==> src/rtl/mul_share_arbiter.sv <==
// Round-robin sharing of one ce-gated fixed-latency multiplier among N_REQ requesters.
// Ports: clk, rst (sync, active-high); in_a/in_b/in_valid/in_ready (operand side);
//   out_data/out_valid/out_ready (result side); mul_a/mul_b/mul_ce/mul_p (multiplier);
//   optional stat_grants/stat_stalls when MUL_SHARE_STATS_EN is defined.
module mul_share_arbiter #(
  parameter int N_REQ      = 2,
  parameter int DATA_WIDTH = 32,
  parameter int LATENCY    = 4
) (
  input  logic                        clk,
  input  logic                        rst,
  input  logic [N_REQ*DATA_WIDTH-1:0] in_a,
  input  logic [N_REQ*DATA_WIDTH-1:0] in_b,
  input  logic [N_REQ-1:0]            in_valid,
  output logic [N_REQ-1:0]            in_ready,
  output logic [N_REQ*DATA_WIDTH-1:0] out_data,
  output logic [N_REQ-1:0]            out_valid,
  input  logic [N_REQ-1:0]            out_ready,
  output logic [DATA_WIDTH-1:0]       mul_a,
  output logic [DATA_WIDTH-1:0]       mul_b,
  output logic                        mul_ce,
  input  logic [DATA_WIDTH-1:0]       mul_p
`ifdef MUL_SHARE_STATS_EN
  ,
  output logic [N_REQ*16-1:0]         stat_grants,
  output logic [15:0]                 stat_stalls
`endif
);

  localparam int IW = (N_REQ > 1) ? $clog2(N_REQ) : 1;

  logic [LATENCY-1:0] vld_q;
  logic [IW-1:0]      id_q [LATENCY];
  logic [IW-1:0]      rr_ptr;
  logic [IW-1:0]      gnt_id;
  logic [IW-1:0]      rr_nxt;
  logic               found;
  logic               fire;
  logic               tail_vld;
  logic [IW-1:0]      tail_id;
  logic               stall;

  assign tail_vld = vld_q[LATENCY-1];
  assign tail_id  = id_q[LATENCY-1];
  assign stall    = tail_vld & ~out_ready[tail_id];
  assign mul_ce   = ~stall & ~rst;

  // Scan from rr_ptr upward, wrapping; gnt_id falls back to rr_ptr
  // so idle operands still come from a defined slice.
  always_comb begin
    found  = 1'b0;
    gnt_id = rr_ptr;
    for (int k = 0; k < N_REQ; k++) begin
      int j;
      j = int'(rr_ptr) + k;
      if (j >= N_REQ) j = j - N_REQ;
      if (!found && in_valid[j]) begin
        found  = 1'b1;
        gnt_id = IW'(j);
      end
    end
  end

  assign fire   = found & mul_ce;
  assign rr_nxt = (gnt_id == IW'(N_REQ - 1)) ? '0 : gnt_id + 1'b1;

  always_comb begin
    in_ready = '0;
    if (fire) in_ready[gnt_id] = 1'b1;
  end

  assign mul_a = in_a[int'(gnt_id)*DATA_WIDTH +: DATA_WIDTH];
  assign mul_b = in_b[int'(gnt_id)*DATA_WIDTH +: DATA_WIDTH];

  always_ff @(posedge clk) begin
    if (rst) begin
      vld_q  <= '0;
      rr_ptr <= '0;
    end else if (mul_ce) begin
      for (int i = LATENCY - 1; i > 0; i--)
        vld_q[i] <= vld_q[i-1];
      vld_q[0] <= fire;
      if (fire) rr_ptr <= rr_nxt;
    end
  end

  // Ids are masked by vld, so they need no reset.
  always_ff @(posedge clk) begin
    if (mul_ce) begin
      for (int i = LATENCY - 1; i > 0; i--)
        id_q[i] <= id_q[i-1];
      id_q[0] <= gnt_id;
    end
  end

  always_comb begin
    out_valid = '0;
    if (tail_vld && !rst) out_valid[tail_id] = 1'b1;
  end

  assign out_data = {N_REQ{mul_p}};

`ifdef MUL_SHARE_STATS_EN
  logic [15:0] gcnt [N_REQ];
  logic [15:0] scnt;

  always_ff @(posedge clk) begin
    if (rst) begin
      for (int i = 0; i < N_REQ; i++) gcnt[i] <= '0;
      scnt <= '0;
    end else begin
      if (fire && gcnt[gnt_id] != 16'hFFFF)
        gcnt[gnt_id] <= gcnt[gnt_id] + 16'd1;
      if (stall && scnt != 16'hFFFF)
        scnt <= scnt + 16'd1;
    end
  end

  for (genvar g = 0; g < N_REQ; g++) begin : g_stat
    assign stat_grants[g*16 +: 16] = gcnt[g];
  end
  assign stat_stalls = scnt;
`endif

endmodule
==> config.mk <==
export PLATFORM = sky130hd
export DESIGN_NAME = mul_share_arbiter
export DESIGN_NICKNAME = d
export VERILOG_FILES = /design/src/rtl/mul_share_arbiter.sv
export SDC_FILE = /design/constraint.sdc
export NUM_CORES = 1
export LEC_CHECK = 0
export CAP_MARGIN = 40
export CORE_AREA = 2 2 115 117
export CTS_CLUSTER_DIAMETER = 150
export DETAILED_ROUTE_END_ITERATION = 12
export DIE_AREA = 0 0 117 119
export PLACE_DENSITY = 0.6
export REMOVE_ABC_BUFFERS = 1
export SYNTH_ARGS = -nofsm -noshare
export SYNTH_HDL_FRONTEND = slang
export SYNTH_SLANG_ARGS = --single-unit
==> constraint.sdc <==
create_clock -name clk -period 1.4 [get_ports clk]
set_input_delay 0.28 -clock clk [delete_from_list [all_inputs] [get_ports clk]]
set_output_delay 0.28 -clock clk [all_outputs]
set_load 0.05 [all_outputs]
# Word-level counts from Yosys, hierarchy flattened
# Memories as Yosys holds them, arrays and structs flattened.
# Index checks and enable logic that the tools add are counted.
dict set report op_classes {
  multipliers 0
  magnitude_cmp 8
  reduce_logical 7
  n_div 0
  eq_ne 0
  n_mux 23
  add_sub_neg 4
  bitwise_logic 6
  n_shift 2
}
# op count
set ops {}
lappend ops {{indexed part select 64 x 7 -> 32 bit} 2}
lappend ops {{< comparator 32 x 3 -> 1 bit, second input constant} 2}
lappend ops {{2-to-1 mux 32 bit} 2}
lappend ops {{2-to-1 mux 1 bit} 17}
lappend ops {{logical AND 1 bit} 4}
lappend ops {{< comparator 1 x 2 -> 1 bit, second input constant} 2}
lappend ops {{2-to-1 mux 2 bit} 2}
lappend ops {{bitwise AND 1 bit} 3}
lappend ops {{NOT 1 bit} 3}
lappend ops {{subtractor 1 x 2 -> 3 bit, second input constant} 1}
lappend ops {{subtractor 2 x 2 -> 3 bit, second input constant} 1}
lappend ops {{adder 1 x 1 -> 2 bit, second input constant} 1}
lappend ops {{demux 1 bit (select 1 bit)} 2}
lappend ops {{>= comparator 1 bit, second input constant} 2}
lappend ops {{>= comparator 1 x 2 -> 1 bit, second input constant} 1}
lappend ops {{>= comparator 2 bit, second input constant} 1}
lappend ops {{logical NOT 1 bit} 2}
lappend ops {{AND reduction 2 bit} 1}
lappend ops {{adder 1 bit, second input constant} 1}
dict set report word_totals {
  input_bits 166
  ram_bits 4
  n_memories 1
  output_inout_bits 133
  latch_bits 0
  rom_bits 0
  wordCells 53
  reg_bits 5
}
# name depth width rd rd_clocked_by_memory_dff write_ports line_no
set memory_table {}
lappend memory_table {id_q 4 1 4 0 4 33} ;# logic [IW-1:0] id_q [LATENCY];

# Logic depth before layout (Yosys ltp)
dict set report depth {
  ltp_word 14
  mapped_depth 5
  ltp_nobuf 3
}

# Worst setup path before layout
# OpenSTA, ideal clock, no wires.
dict set report synth_timing {
  path_kind {flip-flop to output port}
  start {memory id_q[3] (netlist bit)}
  end {output port in_ready[0]}
  t_required_ps 1120
  stages_incl_launch_ff 4
  setup_slack_ps -1148
  path_buffers 0
  arrival_ps 2268
  cell_sequence {edfxtp_1 > mux2i_1 > a21oi_1 > and3_1}
}
# element line_no
set synth_rtl {}
lappend synth_rtl {{start: declaration} 33}
lappend synth_rtl {{end: declaration} 15} ;# output logic [N_REQ-1:0] in_ready,

# Final worst setup path
dict set report layout_timing {
  start {register rr_ptr}
  end {output port mul_b[31]}
}
dict set report layout_via {
  elab_chain_len 10
  word_cells_on_any_way 19
  classes_between {add/sub (3); order compare (2); shift (1); mux (11); reduce/logical (2)}
}
# element line_no
set layout_rtl {}
lappend layout_rtl {{start: declaration} 34} ;# logic [IW-1:0] rr_ptr;
lappend layout_rtl {{start signal: assignment} 83} ;# if (fire) rr_ptr <= rr_nxt;
lappend layout_rtl {{subtractor 1 x 2 -> 3 bit / >= comparator 1 x 2 -> 1 bit (equally long branches)} 56} ;# if (j >= N_REQ) j = j - N_REQ;
lappend layout_rtl {{2-to-1 mux 32 bit} 56}
lappend layout_rtl {{2-to-1 mux 1 bit (implied by the code) (3 in series)} 57} ;# if (!found && in_valid[j]) begin
lappend layout_rtl {{2-to-1 mux 1 bit} 57}
lappend layout_rtl {{logical NOT 1 bit} 57}
lappend layout_rtl {{logical AND 1 bit} 57}
lappend layout_rtl {{2-to-1 mux 1 bit *} 57}
lappend layout_rtl {{indexed part select 64 x 7 -> 32 bit *} 73} ;# assign mul_b = in_b[int'(gnt_id)*DATA_WIDTH +: DATA_WIDTH];
lappend layout_rtl {{end: declaration} 20} ;# output logic [DATA_WIDTH-1:0] mul_b,
# Mark *: on every way between the ends. The rest lies on a longest branch, timed or not. The select of a mux whose other input is x is not followed.

==> flow_metrics.tcl <==
set metrics [dict create \
    yosys.area.top_type "mux2_4" \
    combPwrFrac_pct 76.6 \
    cts_tree "done" \
    die_w_um 117 \
    nNetsFinal 500 \
    num_antenna_cells 0 \
    finalCritPeriodShare_pct 141 \
    violations "setup timing" \
    synth_flop_cell "dfxtp_1" \
    finClkSkew_ns 0.00154 \
    p_sw_mw 1.38 \
    yosysWarnings 0 \
    r2r_start "id_q[3]" \
    via_per_inst 3.73 \
    max_freq_mhz 508 \
    ant_nets 0 \
    setup.worst_path.end "mul_b[31]" \
    drv_slew 0 \
    met2_length_um 4440 \
    syn_area_sq_um 1860 \
    critPathKind "flip-flop to primary output" \
    total_power_mw 3.46 \
    layout_common_cells "clkdlybuf4s50_1 (128), mux2_4 (51), buf_6 (48)" \
    ff2ff_path_depth 4 \
    dr.pass1.iters 4 \
    area_delta_synth_final_pct 133 \
    grt_pass1_wl_um 13300 \
    cp-start-kind "flip-flop" \
    wl_per_cell_um 19.2 \
    ios 299 \
    avgSynthCellArea_sq_um 10.9 \
    fin_util_pct 33.6 \
    cts_made_buffers 3 \
    crit_required_ns 1.12 \
    synth_edf_count 4 \
    wirelength_um 9770 \
    ys_async_sr_fraction_pct 0 \
    drtIter0Drc 51 \
    worst_pin_slew_ns 0.264 \
    antenna_found_initial 0 \
    p_leak_nw 1.87 \
    drc 0 \
    cts_sinks 9 \
    grt.total_usage_pct 13.1 \
    port_buffers 202 \
    netlist.area_leader.share_pct 39.6 \
    gp_congestion 0.877 \
    cts_buffer_depth 2 \
    core_area_sq_um 12900 \
    finalInstanceArea_sq_um 4330 \
    holdCritPathClass "flip-flop to flip-flop" \
    r2r_slack_ns 0.03 \
    period_minus_slack_ns 1.97 \
    finalHoldViolCount 0 \
    synth_cell_types 23 \
    cp-end-kind "primary output" \
    rsz0062_at_grt "true" \
    dr_total_vias 1901 \
    setup_viol 69 \
    dpl.hpwl_um 8400 \
    relSlewSlack_pct 82.2 \
    ys_seq_elements 9 \
    row_count 42 \
    gr-total-overflow 0 \
    worst-path-max-fanout 6 \
    drive_gt1_share_pct 52.0 \
    grt_max_degree 14 \
    pwr-share-clk_pct 14.4 \
    clk_latency_ns 0.23 \
    syn_inst 171 \
    htree_levels 1 \
    die_h_um 119 \
    arrival_ns 1.69 \
    wl_met3_um 2190 \
    start_util_pct 14.4 \
    power.share.switching_pct 39.8 \
    cellPowerDensity_nw_per_um2 798 \
    setup_ws_ns -0.570 \
    grt_pass1_vias 2106 \
    layout_commonest_cell "clkdlybuf4s50_1" \
    critPathLaunch "rr_ptr" \
    p_int_mw 2.08 \
    drt-met1-wl_um 2990 \
    synthTopCellsByArea "mux2_4 (40%), buf_4 (26%), mux2_2 (9.1%)" \
    top_layer "met5" \
    die-area_sq_um 13900 \
    clk_pin_slew_ns 0.04 \
    r2r_end "id_q[0]" \
    clockRootBuffer "clkbuf_16" \
    cap_violations 0 \
    ys_seq_area_share_pct 11.9 \
    status "finished, violations left" \
    peakVddDrop_uv 324 \
    placed_cell_area_sq_um 3810 \
    p_seq_share_pct 8.9 \
]
## critical path, stage by stage, from the launching register on
cell and delay [ns]:
dfxtp_2 0.31, maj3_4 0.36, buf_6 0.16, clkbuf_16 0.16
mux2_4 0.30, buf_6 0.15
## power by group through the flow
stage / logic, mW / clock network (mW) / registers [mW]
floorplan: 1.32 / 0 / 0.312
global placement: 2.32 / 0 / 0.310
detailed placement: 2.34 / 0 / 0.311
CTS: 2.65 / 0.509 / 0.309
global route: 2.75 / 0.523 / 0.311
finish: 2.65 / 0.499 / 0.309
## metrics by stage
stage	hold slack [ns]	setup TNS, ns	instances	worst slack (ns)
after global placement	0.403	-52.83	494	-0.804
after CTS	0.414	-37.87	508	-0.598
after detailed placement	0.406	-53.55	494	-0.821
after floorplan	0.352	-69.96	99	-1.15
after global routing	0.423	-39.62	509	-0.611
final	0.413	-36.38	509	-0.570
## cell usage after synthesis, drive strengths merged (2+ instances only)
master   n
dfxtp    5
mux2i    3
and3     2
a21oi    2
buf     71
nand2    2
edfxtp   4
nor2     3
nor3b    2
nand2b   4
mux2    64
## cell type report
class | count | area (sq um)
Fill cell | 1280 | 8540
Timing Repair Buffer | 230 | 2700
Multi-Input combinational cell | 89 | 1110
Sequential cell | 9 | 221
Tap cell | 176 | 220
Clock buffer | 4 | 78.8
Inverter | 1 | 3.75
## worst min path at each step
| stage | startpoint | to | cells past startpoint |
|---|---|---|---|
| 6_report | id_q[1] | id_q[2] | 0 |
| 3_3_place_gp | id_q[2] | id_q[3] | 0 |
| 5_1_grt | id_q[2] | id_q[3] | 0 |
| 3_5_place_dp | id_q[1] | id_q[2] | 0 |
| 4_1_cts | id_q[1] | id_q[2] | 0 |
| 2_1_floorplan | rst | vld_q[3] | 1 |
## registers in the layout (all words and copies together), names as in the netlist
| register | count |
|---|---|
| rr_ptr | 1 |
| vld_q | 4 |
| id_q | 4 |
## metal layers
layer	track usage, %	up-vias
li1	-	855
met1	12.4	849
met2	20.3	190
met3	13.0	5
met4	1.32	2
met5	5.88	-
## cell families after synthesis
group                    after synthesis  share of synthesized area [%]
buffers and inverters                 73                           30.2
multiplexers                          67                           50.3
AND/OR/NAND/NOR                       16                           5.26
flip-flops                             9                           11.9
AO/OA/AOI/OAI                          5                           1.75
adder cells (fa/ha/maj)                1                          0.606
## what timing repair did
action | in CTS | in global routing
buffers inserted | 7 | 3
gates resized for setup | 81 | 6
gates cloned | 4 | 1
endpoints found under the setup margin | 74 | 77
pin swaps | 4 | 4
hold buffers | 0 | 0
(Power assumes the default switching activity.)
==> RTL change, RTL diff (same flow settings) <==
Set the parameter `LATENCY` to 2 (it was 4).
--- a/src/rtl/mul_share_arbiter.sv
+++ b/src/rtl/mul_share_arbiter.sv
@@ -6,5 +6,5 @@
   parameter int N_REQ      = 2,
   parameter int DATA_WIDTH = 32,
-  parameter int LATENCY    = 4
+  parameter int LATENCY    = 2
 ) (
   input  logic                        clk,
Function: changed (a bounded check fails within 4 cycles, from zero or initial values and one cycle with rst high).
==> RTL change against the unedited design <==
- the run still ends with negative setup slack left
- wire length decreased by 6.2%
- sequential cell count decreased by 4
- area after synthesis decreased by 7.6%
- via count decreased by 3.5%
- cell area decreased by 6.7%
- total power decreased by 4.0%
- hold slack improved by 0.0024 ns
- worst setup slack got worse by 0.022 ns
- critical path type unchanged
==> RTL change: results (changes against the unedited design) <==
STA
  • Worst Skew: 0.00148 ns (was 0.00154 ns)
  • Max-slew headroom: 81.2% (was 82.2%)
  • Final worst setup slack: -0.592 ns (was -0.570 ns)
  • Setup-failing EPs final: 69 (unchanged)
  • TNS Setup: -34.56 ns (was -36.38 ns)

Place
  • Pre-CTS setup slack: -0.827 ns (was -0.821 ns)
  • Area after DPL: 3620 µm² (was 3810 µm²)
  • Gp weighted congestion: 0.688 (was 0.877)

Worst setup path
  • Crit path capture: mul_b[3] (was mul_b[31])
  • FF-to-FF End: id_q[0][0] (was id_q[0])
  • CP Data Arrival Time: 1.71 ns (was 1.69 ns)
  • Worst R2R Setup Slack: 0.07 ns (was 0.03 ns)
  • Crit Path Max Fanout: 5 (was 6)

Synth
  • Register area share after synthesis: 7.00% (was 11.9%)
  • Cells after synthesis: 161 (was 171)
  • Number of flops mapped to enable cells by yosys: 2 (was 4)

Power
  • Pwr Density: 820 nW/µm² (was 798 nW/µm²)
  • Combinational group share of total power: 80.1% (was 76.6%)

Global routing
  • Vias in the first global route: 2135 (was 2106)
  • Global-route usage over all layers: 12.4% (was 13.1%)
  • Largest net degree at the start of global routing: 24 (was 14)

Finish
  • Multi-In Gates: 83 (was 89)
  • Final Util: 31.4% (was 33.6%)
  • Layout buffering overhead excluding clock cells: 63.1% (was 62.2%)
  • Share of cells above drive strength 1: 52.1% (was 52.0%)
  • FF/Latch Area: 121 µm² (was 221 µm²)
  • Clock-cell share of area: 1.95% (was 1.82%)
  • Largest regs: id_q: 2 flops, vld_q: 2 flops, rr_ptr: 1 flops (was id_q: 4 flops, vld_q: 4 flops, rr_ptr: 1 flops)

Detailed routing
  • Vias/cell: 3.74 (was 3.73)
  • Post-Route WL: 9160 µm (was 9770 µm)
  • DRT Pass-1 Iters: 3 (was 4)
  • DR iter-0 viols: 48 (was 51)

Status
  • Status: complete, but fails checks (unchanged)
  • Failing checks: negative setup slack (unchanged)

Clocking
  • Cells resized by post-CTS repair: 57 (was 81)
RTL change: cell types whose count changed after synthesis:
| cell | unedited run | this run |
|---|---|---|
| o21ai_0 | 1 | 0 |
| nand3_1 | 0 | 1 |
| nand2_1 | 2 | 1 |
| dfxtp_1 | 5 | 3 |
| mux2i_1 | 3 | 1 |
| a21oi_1 | 2 | 3 |
| o2bb2ai_1 | 0 | 1 |
| a211o_1 | 1 | 0 |
| edfxtp_1 | 4 | 2 |
| nor2_1 | 3 | 2 |
| nand2b_1 | 4 | 1 |
RTL change: metal layers:
metal  up-vias  track usage [%]  share of wire [%]
li1        804                -                  -
met1       819             14.0                 37
met2       198             17.6                 43
met3         9             10.3                 18
met4         4             1.62               0.57
met5         -             9.41                1.2
RTL change: cell families (layout without fill, tap and decap cells):
logic type,Yosys count,after routing
AOI/OAI and AO/OA,5,5
buffers and inverters,73,227
muxes,65,65
DFF,5,5
and+or+nand+nor,12,12
adders and majority gates,1,1
